## config.mk

```make
export PLATFORM = sky130hd
export DESIGN_NAME = ctrl_fsm
export DESIGN_NICKNAME = d
export VERILOG_FILES = /design/src/rtl/ctrl_fsm_pkg.sv /design/src/rtl/ctrl_decode.sv /design/src/rtl/ctrl_fsm.sv
export SDC_FILE = /design/constraint.sdc
export NUM_CORES = 1
export LEC_CHECK = 0
export ABC_AREA = 1
export CELL_PAD_IN_SITES_DETAIL_PLACEMENT = 1
export CELL_PAD_IN_SITES_GLOBAL_PLACEMENT = 2
export CORE_MARGIN = 5
export CORE_UTILIZATION = 28
export CTS_BUF_LIST = sky130_fd_sc_hd__clkbuf_8
export DETAILED_ROUTE_END_ITERATION = 10
export DONT_BUFFER_PORTS = 1
export GPL_TIMING_DRIVEN = 0
export PLACE_DENSITY_LB_ADDON = 0.15
export SLEW_MARGIN = 20
export SYNTH_ARGS = -nofsm -noshare
export SYNTH_HDL_FRONTEND = slang
export SYNTH_HIERARCHICAL = 1
export SYNTH_SLANG_ARGS = --single-unit
export TNS_END_PERCENT = 100
```

## constraint.sdc

```tcl
create_clock -name clk -period 1.9 [get_ports clk]
set_input_delay 0.285 -clock clk [delete_from_list [all_inputs] [get_ports clk]]
set_output_delay 0.285 -clock clk [all_outputs]
set_load 0.05 [all_outputs]
```

## src/rtl/ctrl_fsm_pkg.sv

```systemverilog
// ctrl_fsm_pkg
// Shared encodings for the multi-cycle MIPS-subset controller:
//   - opcode / funct values of the supported instructions
//   - next-PC select codes (NPC_SEL_*) and datapath select codes
//   - FSM state encoding (4 bits, also exported on the debug port)
//   - instruction class produced by the decoder
package ctrl_fsm_pkg;

  // Opcodes (instruction[31:26])
  localparam logic [5:0] OP_RTYPE = 6'h00;
  localparam logic [5:0] OP_J     = 6'h02;
  localparam logic [5:0] OP_JAL   = 6'h03;
  localparam logic [5:0] OP_BEQ   = 6'h04;
  localparam logic [5:0] OP_ORI   = 6'h0D;
  localparam logic [5:0] OP_LUI   = 6'h0F;
  localparam logic [5:0] OP_LW    = 6'h23;
  localparam logic [5:0] OP_SW    = 6'h2B;

  // R-type funct codes (instruction[5:0])
  localparam logic [5:0] FN_JR    = 6'h08;
  localparam logic [5:0] FN_ADDU  = 6'h21;
  localparam logic [5:0] FN_SUBU  = 6'h23;

  // Next-PC select
  localparam logic [1:0] NPC_SEL_PC_ADD_4 = 2'b00;
  localparam logic [1:0] NPC_SEL_REG_JMP  = 2'b01;
  localparam logic [1:0] NPC_SEL_J_JMP    = 2'b10;
  localparam logic [1:0] NPC_SEL_BEQ_JMP  = 2'b11;

  // Register-file destination select
  localparam logic [1:0] REG_DST_RT = 2'b00;
  localparam logic [1:0] REG_DST_RD = 2'b01;
  localparam logic [1:0] REG_DST_RA = 2'b10;

  // ALU B-operand select
  localparam logic ALU_SRC_RT  = 1'b0;
  localparam logic ALU_SRC_IMM = 1'b1;

  // ALU operation
  localparam logic [1:0] ALU_OP_ADD    = 2'b00;
  localparam logic [1:0] ALU_OP_SUB    = 2'b01;
  localparam logic [1:0] ALU_OP_OR     = 2'b10;
  localparam logic [1:0] ALU_OP_PASS_B = 2'b11;

  // Immediate extension
  localparam logic [1:0] EXT_ZERO  = 2'b00;
  localparam logic [1:0] EXT_SIGN  = 2'b01;
  localparam logic [1:0] EXT_UPPER = 2'b10;

  // Write-back source
  localparam logic [1:0] MEM_TO_REG_ALU = 2'b00;
  localparam logic [1:0] MEM_TO_REG_MEM = 2'b01;
  localparam logic [1:0] MEM_TO_REG_PC4 = 2'b10;

  typedef enum logic [3:0] {
    S_FETCH   = 4'd0,
    S_DCD     = 4'd1,
    S_EXE_R   = 4'd2,
    S_EXE_I   = 4'd3,
    S_MEM_ADR = 4'd4,
    S_MEM_RD  = 4'd5,
    S_MEM_WR  = 4'd6,
    S_WB_MEM  = 4'd7,
    S_WB_ALU  = 4'd8,
    S_BRANCH  = 4'd9,
    S_JUMP    = 4'd10,
    S_JAL     = 4'd11
  } state_e;

  typedef enum logic [3:0] {
    CLS_ILLEGAL = 4'd0,
    CLS_RALU    = 4'd1,
    CLS_IALU    = 4'd2,
    CLS_LOAD    = 4'd3,
    CLS_STORE   = 4'd4,
    CLS_BRANCH  = 4'd5,
    CLS_J       = 4'd6,
    CLS_JR      = 4'd7,
    CLS_JAL     = 4'd8
  } class_e;

  // States in which an instruction retires (PC is written).
  function automatic logic is_final(state_e s);
    return (s == S_WB_ALU) || (s == S_WB_MEM) || (s == S_MEM_WR) ||
           (s == S_BRANCH) || (s == S_JUMP)   || (s == S_JAL);
  endfunction

endpackage

```

## src/rtl/ctrl_decode.sv

```systemverilog
// ctrl_decode
// Purely combinational instruction decoder. Maps opcode/funct to an
// instruction class (used by the FSM for sequencing) and to the datapath
// selects, which depend only on the instruction word and therefore stay
// constant for as long as the fetch unit holds the word.
// Ports:
//   instruction  in  32  instruction word
//   cls          out 4   instruction class (class_e encoding)
//   reg_dst      out 2   destination register select
//   alu_src      out 1   ALU B-operand select
//   alu_op       out 2   ALU operation
//   ext_op       out 2   immediate extension mode
//   mem_to_reg   out 2   write-back source
module ctrl_decode
  import ctrl_fsm_pkg::*;
(
  input  logic [31:0] instruction,
  output logic [3:0]  cls,
  output logic [1:0]  reg_dst,
  output logic        alu_src,
  output logic [1:0]  alu_op,
  output logic [1:0]  ext_op,
  output logic [1:0]  mem_to_reg
);

  logic [5:0] op;
  logic [5:0] fn;
  class_e     cls_d;
  // Register/immediate fields are consumed by the datapath, not here.
  logic       unused_fields;

  assign op            = instruction[31:26];
  assign fn            = instruction[5:0];
  assign unused_fields = ^instruction[25:6];
  assign cls           = cls_d;

  always_comb begin
    cls_d      = CLS_ILLEGAL;
    reg_dst    = REG_DST_RT;
    alu_src    = ALU_SRC_RT;
    alu_op     = ALU_OP_ADD;
    ext_op     = EXT_ZERO;
    mem_to_reg = MEM_TO_REG_ALU;
    case (op)
      OP_RTYPE: begin
        case (fn)
          FN_ADDU: begin
            cls_d   = CLS_RALU;
            reg_dst = REG_DST_RD;
            alu_op  = ALU_OP_ADD;
          end
          FN_SUBU: begin
            cls_d   = CLS_RALU;
            reg_dst = REG_DST_RD;
            alu_op  = ALU_OP_SUB;
          end
          FN_JR:   cls_d = CLS_JR;
          default: cls_d = CLS_ILLEGAL;
        endcase
      end
      OP_ORI: begin
        cls_d   = CLS_IALU;
        alu_src = ALU_SRC_IMM;
        alu_op  = ALU_OP_OR;
        ext_op  = EXT_ZERO;
      end
      OP_LUI: begin
        cls_d   = CLS_IALU;
        alu_src = ALU_SRC_IMM;
        alu_op  = ALU_OP_PASS_B;
        ext_op  = EXT_UPPER;
      end
      OP_LW: begin
        cls_d      = CLS_LOAD;
        alu_src    = ALU_SRC_IMM;
        alu_op     = ALU_OP_ADD;
        ext_op     = EXT_SIGN;
        mem_to_reg = MEM_TO_REG_MEM;
      end
      OP_SW: begin
        cls_d   = CLS_STORE;
        alu_src = ALU_SRC_IMM;
        alu_op  = ALU_OP_ADD;
        ext_op  = EXT_SIGN;
      end
      OP_BEQ: begin
        cls_d   = CLS_BRANCH;
        alu_src = ALU_SRC_RT;
        alu_op  = ALU_OP_SUB;
      end
      OP_J:    cls_d = CLS_J;
      OP_JAL: begin
        cls_d      = CLS_JAL;
        reg_dst    = REG_DST_RA;
        mem_to_reg = MEM_TO_REG_PC4;
      end
      default: cls_d = CLS_ILLEGAL;
    endcase
  end

endmodule

```

## src/rtl/ctrl_fsm.sv

```systemverilog
// ctrl_fsm
// Multi-cycle controller for a MIPS subset. Holds the state register and
// generates the strobes; datapath selects come from ctrl_decode and are
// passed through from DCD to the final state of each instruction.
// Parameters:
//   ILLEGAL_AS_NOP  1: unsupported encodings retire as a no-op (PC+4)
//                   0: unsupported encodings park the FSM (PC held)
// Ports:
//   clk          in  1   rising-edge clock
//   reset        in  1   synchronous active-high reset
//   instruction  in  32  instruction word, stable while PCWr=0
//   zero         in  1   ALU equality flag (used in BRANCH)
//   PCWr         out 1   PC write strobe
//   NPCSel       out 2   next-PC select
//   RegWr        out 1   register-file write enable
//   RegDst       out 2   destination register select
//   ALUSrc       out 1   ALU B-operand select
//   ALUOp        out 2   ALU operation
//   ExtOp        out 2   immediate extension mode
//   MemWr        out 1   data-memory write enable
//   MemToReg     out 2   write-back source
//   done         out 1   retire pulse
//   illegal      out 1   unsupported-encoding pulse (in DCD)
//   state        out 4   current state, for debug
module ctrl_fsm
  import ctrl_fsm_pkg::*;
#(
  parameter int ILLEGAL_AS_NOP = 1
) (
  input  logic        clk,
  input  logic        reset,
  input  logic [31:0] instruction,
  input  logic        zero,
  output logic        PCWr,
  output logic [1:0]  NPCSel,
  output logic        RegWr,
  output logic [1:0]  RegDst,
  output logic        ALUSrc,
  output logic [1:0]  ALUOp,
  output logic [1:0]  ExtOp,
  output logic        MemWr,
  output logic [1:0]  MemToReg,
  output logic        done,
  output logic        illegal,
  output logic [3:0]  state
);

  state_e     state_reg;
  class_e     cls;
  logic [3:0] cls_raw;
  logic [1:0] dec_reg_dst;
  logic       dec_alu_src;
  logic [1:0] dec_alu_op;
  logic [1:0] dec_ext_op;
  logic [1:0] dec_mem_to_reg;

  ctrl_decode u_decode (
    .instruction (instruction),
    .cls         (cls_raw),
    .reg_dst     (dec_reg_dst),
    .alu_src     (dec_alu_src),
    .alu_op      (dec_alu_op),
    .ext_op      (dec_ext_op),
    .mem_to_reg  (dec_mem_to_reg)
  );

  assign cls   = class_e'(cls_raw);
  assign state = state_reg;

  always_ff @(posedge clk) begin
    if (reset) begin
      state_reg <= S_FETCH;
    end else begin
      case (state_reg)
        S_FETCH: state_reg <= S_DCD;
        S_DCD: begin
          case (cls)
            CLS_RALU:             state_reg <= S_EXE_R;
            CLS_IALU:             state_reg <= S_EXE_I;
            CLS_LOAD, CLS_STORE:  state_reg <= S_MEM_ADR;
            CLS_BRANCH:           state_reg <= S_BRANCH;
            CLS_J, CLS_JR:        state_reg <= S_JUMP;
            CLS_JAL:              state_reg <= S_JAL;
            // Illegal: both modes go back to FETCH; only the PC strobe
            // differs, so the parked mode simply re-decodes the same word.
            default:              state_reg <= S_FETCH;
          endcase
        end
        S_EXE_R, S_EXE_I: state_reg <= S_WB_ALU;
        S_MEM_ADR: state_reg <= (cls == CLS_LOAD) ? S_MEM_RD : S_MEM_WR;
        S_MEM_RD:  state_reg <= S_WB_MEM;
        default:   state_reg <= S_FETCH;
      endcase
    end
  end

  // Outputs are decoded from the registered state and the held instruction.
  // Reset masks everything so an aborted instruction cannot write anything
  // during the reset cycle itself.
  always_comb begin
    PCWr     = 1'b0;
    NPCSel   = NPC_SEL_PC_ADD_4;
    RegWr    = 1'b0;
    MemWr    = 1'b0;
    done     = 1'b0;
    illegal  = 1'b0;
    RegDst   = REG_DST_RT;
    ALUSrc   = ALU_SRC_RT;
    ALUOp    = ALU_OP_ADD;
    ExtOp    = EXT_ZERO;
    MemToReg = MEM_TO_REG_ALU;
    if (!reset) begin
      // The word presented in FETCH is not yet decoded; selects stay idle.
      if (state_reg != S_FETCH) begin
        RegDst   = dec_reg_dst;
        ALUSrc   = dec_alu_src;
        ALUOp    = dec_alu_op;
        ExtOp    = dec_ext_op;
        MemToReg = dec_mem_to_reg;
      end
      if (is_final(state_reg)) begin
        PCWr = 1'b1;
        done = 1'b1;
      end
      case (state_reg)
        S_DCD: begin
          if (cls == CLS_ILLEGAL) begin
            illegal = 1'b1;
            if (ILLEGAL_AS_NOP != 0) begin
              PCWr = 1'b1;
              done = 1'b1;
            end
          end
        end
        S_WB_ALU, S_WB_MEM: RegWr = 1'b1;
        S_MEM_WR:           MemWr = 1'b1;
        S_BRANCH:           NPCSel = zero ? NPC_SEL_BEQ_JMP : NPC_SEL_PC_ADD_4;
        S_JUMP:             NPCSel = (cls == CLS_JR) ? NPC_SEL_REG_JMP : NPC_SEL_J_JMP;
        S_JAL: begin
          RegWr  = 1'b1;
          NPCSel = NPC_SEL_J_JMP;
        end
        default: ;
      endcase
    end
  end

endmodule
```

==> out/metrics.cfg <==
[status]
outcome = finished with violations
violations = setup timing

[setup_path]
critPathCapture = done
r2r_start = state[0]
crit_type = reg2out
worstSetupStartpointType = flop
startpoint = state[0]
end_kind = output port
reg2reg_to = state[0]
required_ps = 1620
r2r_cells = 9
r2r_slack_ps = 660
arrival_ps = 1750
crit_fanout = 4

[detailed_routing]
via_count = 1040
drc = 0
wl_per_cell_um = 14.1
wl_um = 3020
dr.pass1.iters = 4
drt_iter0_drc = 15
routed_via_density = 4.86
final_antenna_net_count = 0

[cts]
clkSlewWorstSetupHoldPaths_ps = 30
ctsHoldBuffers = 0
clockBufferDepth = 2
cts_sinks = 4
htree_levels = 1
clk_latency_ps = 210
cts_tree = built
cts_made_buffers = 3
ctsRootBufferMaster = clkbuf_8

[grt]
grt_max_degree = 10
grt_overflow_total = 0
antenna_found_initial = 0
grt_pass1_wl_um = 5020
grt_pass1_vias = 1115
track_usage = 0.148

[pwr]
power.share.switching = 0.388
irDropWorstVdd_v = 0.000645
p_per_area_mw_per_mm2 = 335
p_leak_uw = 0.000627
seqPwrFrac = 0.218
p_int_uw = 300
p_sw_uw = 191
clkPwrFrac = 0.355
p_comb_frac = 0.427

[floorplanning]
die_x_um = 63.1
ios = 55
coreArea_mm2 = 0.00273
dieHeight_um = 63.1
rows = 19
initial_core_util = 0.289
die-area_mm2 = 0.00399

[placed_design]
dp_hpwl_um = 2050
pre_cts_slack_ps = -482
portBuffers = 0
routabilityCongestion = 0.721

[synth]
yosysSeqAreaShare = 0.101
synthesis.area_um2 = 791
synth-xor-area-share = 0
synth_top_flop_cell = dfxtp_1
synth_compound_area_frac = 0.0934
synth_edf_count = 0
synth_warnings = 6
synth_area_leaders = inv_1 (16%), nand2_1 (15%), nor2_1 (15%)
synthSimpleGateAreaFrac = 0.541
ys_types = 20
synthTopCellsByCount = inv_1 (34), nand2_1 (32), nor2_1 (32), nand3_1 (14)
synthCells = 154
synth_fp_nets = 194
synthMuxAreaShare = 0
yosysMostFrequentCell = inv_1
synth-adder-area-share = 0.0791
synth_area_per_cell_um2 = 5.13
synth-seq-cells = 4
async_flop_share = 0
synth_top_family_by_area = simple AND/OR/NAND/NOR gates
synth_largest_area_cell = inv_1
synth_top_area_share = 0.161

[finish]
drive_gt1_frac = 0.574
seq_area_um2 = 95.1
area_growth_pct = 85.3
multi_input_area_um2 = 913
n_antenna_cell = 0
nFillCells = 339
fin_nets = 225
largest_reg_flops = 4
final_util = 0.536

[run]
max-cap-violations = 0

[timing]
hold_violations = 0
fin_worst_skew_ps = 1.56
final.setup.tns_ps = -324
maxSlewViolCount = 0
clock.fmax_mhz = 492
worst_slew_pin_slew_ps = 652
setup_violations = 5
min_period_over_period = 1.07
period_needed_ps = 2030
fin_hold_ws_ps = 142
rsz0062_at_grt = yes
max_slew_margin = 0.566
setup_slack_ps = -134

[hold_path]
min_path_type = in2reg

timing repair:
| item | in CTS | in global routing |
|---|---|---|
| setup buffers | 18 | 8 |
| endpoints found under the setup margin | 16 | 15 |
| pin swaps | 24 | 12 |
| gates resized for setup | 66 | 14 |
worst min-delay path by stage:
stage	start	to	slack (ps)	cells after the start
3_5_place_dp	reset	state[2]	370	1
6_report	reset	state[2]	140	1
3_3_place_gp	reset	state[2]	370	1
4_1_cts	reset	state[2]	140	1
5_1_grt	reset	state[2]	140	1
2_1_floorplan	reset	state[2]	360	1
per-stage QoR:
| step | cells | area, um^2 | power [uW] |
|---|---|---|---|
| 2_1_floorplan | 154 | 915 | 222 |
| 3_3_place_gp | 185 | 953 | 241 |
| 3_5_place_dp | 185 | 953 | 244 |
| 4_1_cts | 206 | 1360 | 474 |
| 5_1_grt | 214 | 1470 | 526 |
| 6_report | 214 | 1470 | 491 |
placed cells by master (no fill, tap or decap), drive strengths merged:
master and instances:
nor3 2, nor2 37, nor3b 1, nand4 1, inv 37, o31ai 1, nand3 14, clkbuf 3
a21oi 5, nand2 37, a31oi 1, buf 27, dfxtp 4, o21ai 7, or2 1, ha 5
logic make-up (layout without fill, tap and decap cells):
| kind of cell | Yosys count | in the layout |
|---|---|---|
| fa+ha+maj | 5 | 5 |
| buf+inv | 38 | 67 |
| simple gates | 93 | 93 |
| flops | 4 | 4 |
| compound gates | 14 | 14 |
per-layer routing:
layer  vias up  track usage  wire length [um]
li1        528            -                 -
met3         0       0.0497               187
met5         -            0                 0
met2        27        0.255              1550
met1       485        0.184              1280
met4         0      0.00796                 0
worst max-delay path, cell delays in order (launching register included):
cell and delay, ps:
dfxtp_4 460, inv_6 60, nor2_4 110, nand2_4 70, o31ai_4 580, buf_6 250
layout make-up:
type                    count  area share
multi-input cells         112       0.623
repair buffers             26       0.136
inverters                  37       0.114
flip-flops and latches      4      0.0649
clock buffers               3      0.0282
well taps                  31      0.0265
plain buffers               1     0.00769
power by group through the flow:
stage          clock network (uW)  logic (uW)  registers [uW]
6_report                      174         210             107
5_1_grt                       192         226             108
4_1_cts                       179         189             107
3_5_place_dp                    0         135             109
3_3_place_gp                    0         133             109
2_1_floorplan                   0         116             107
No activity file was read; power rests on OpenSTA's default activity.
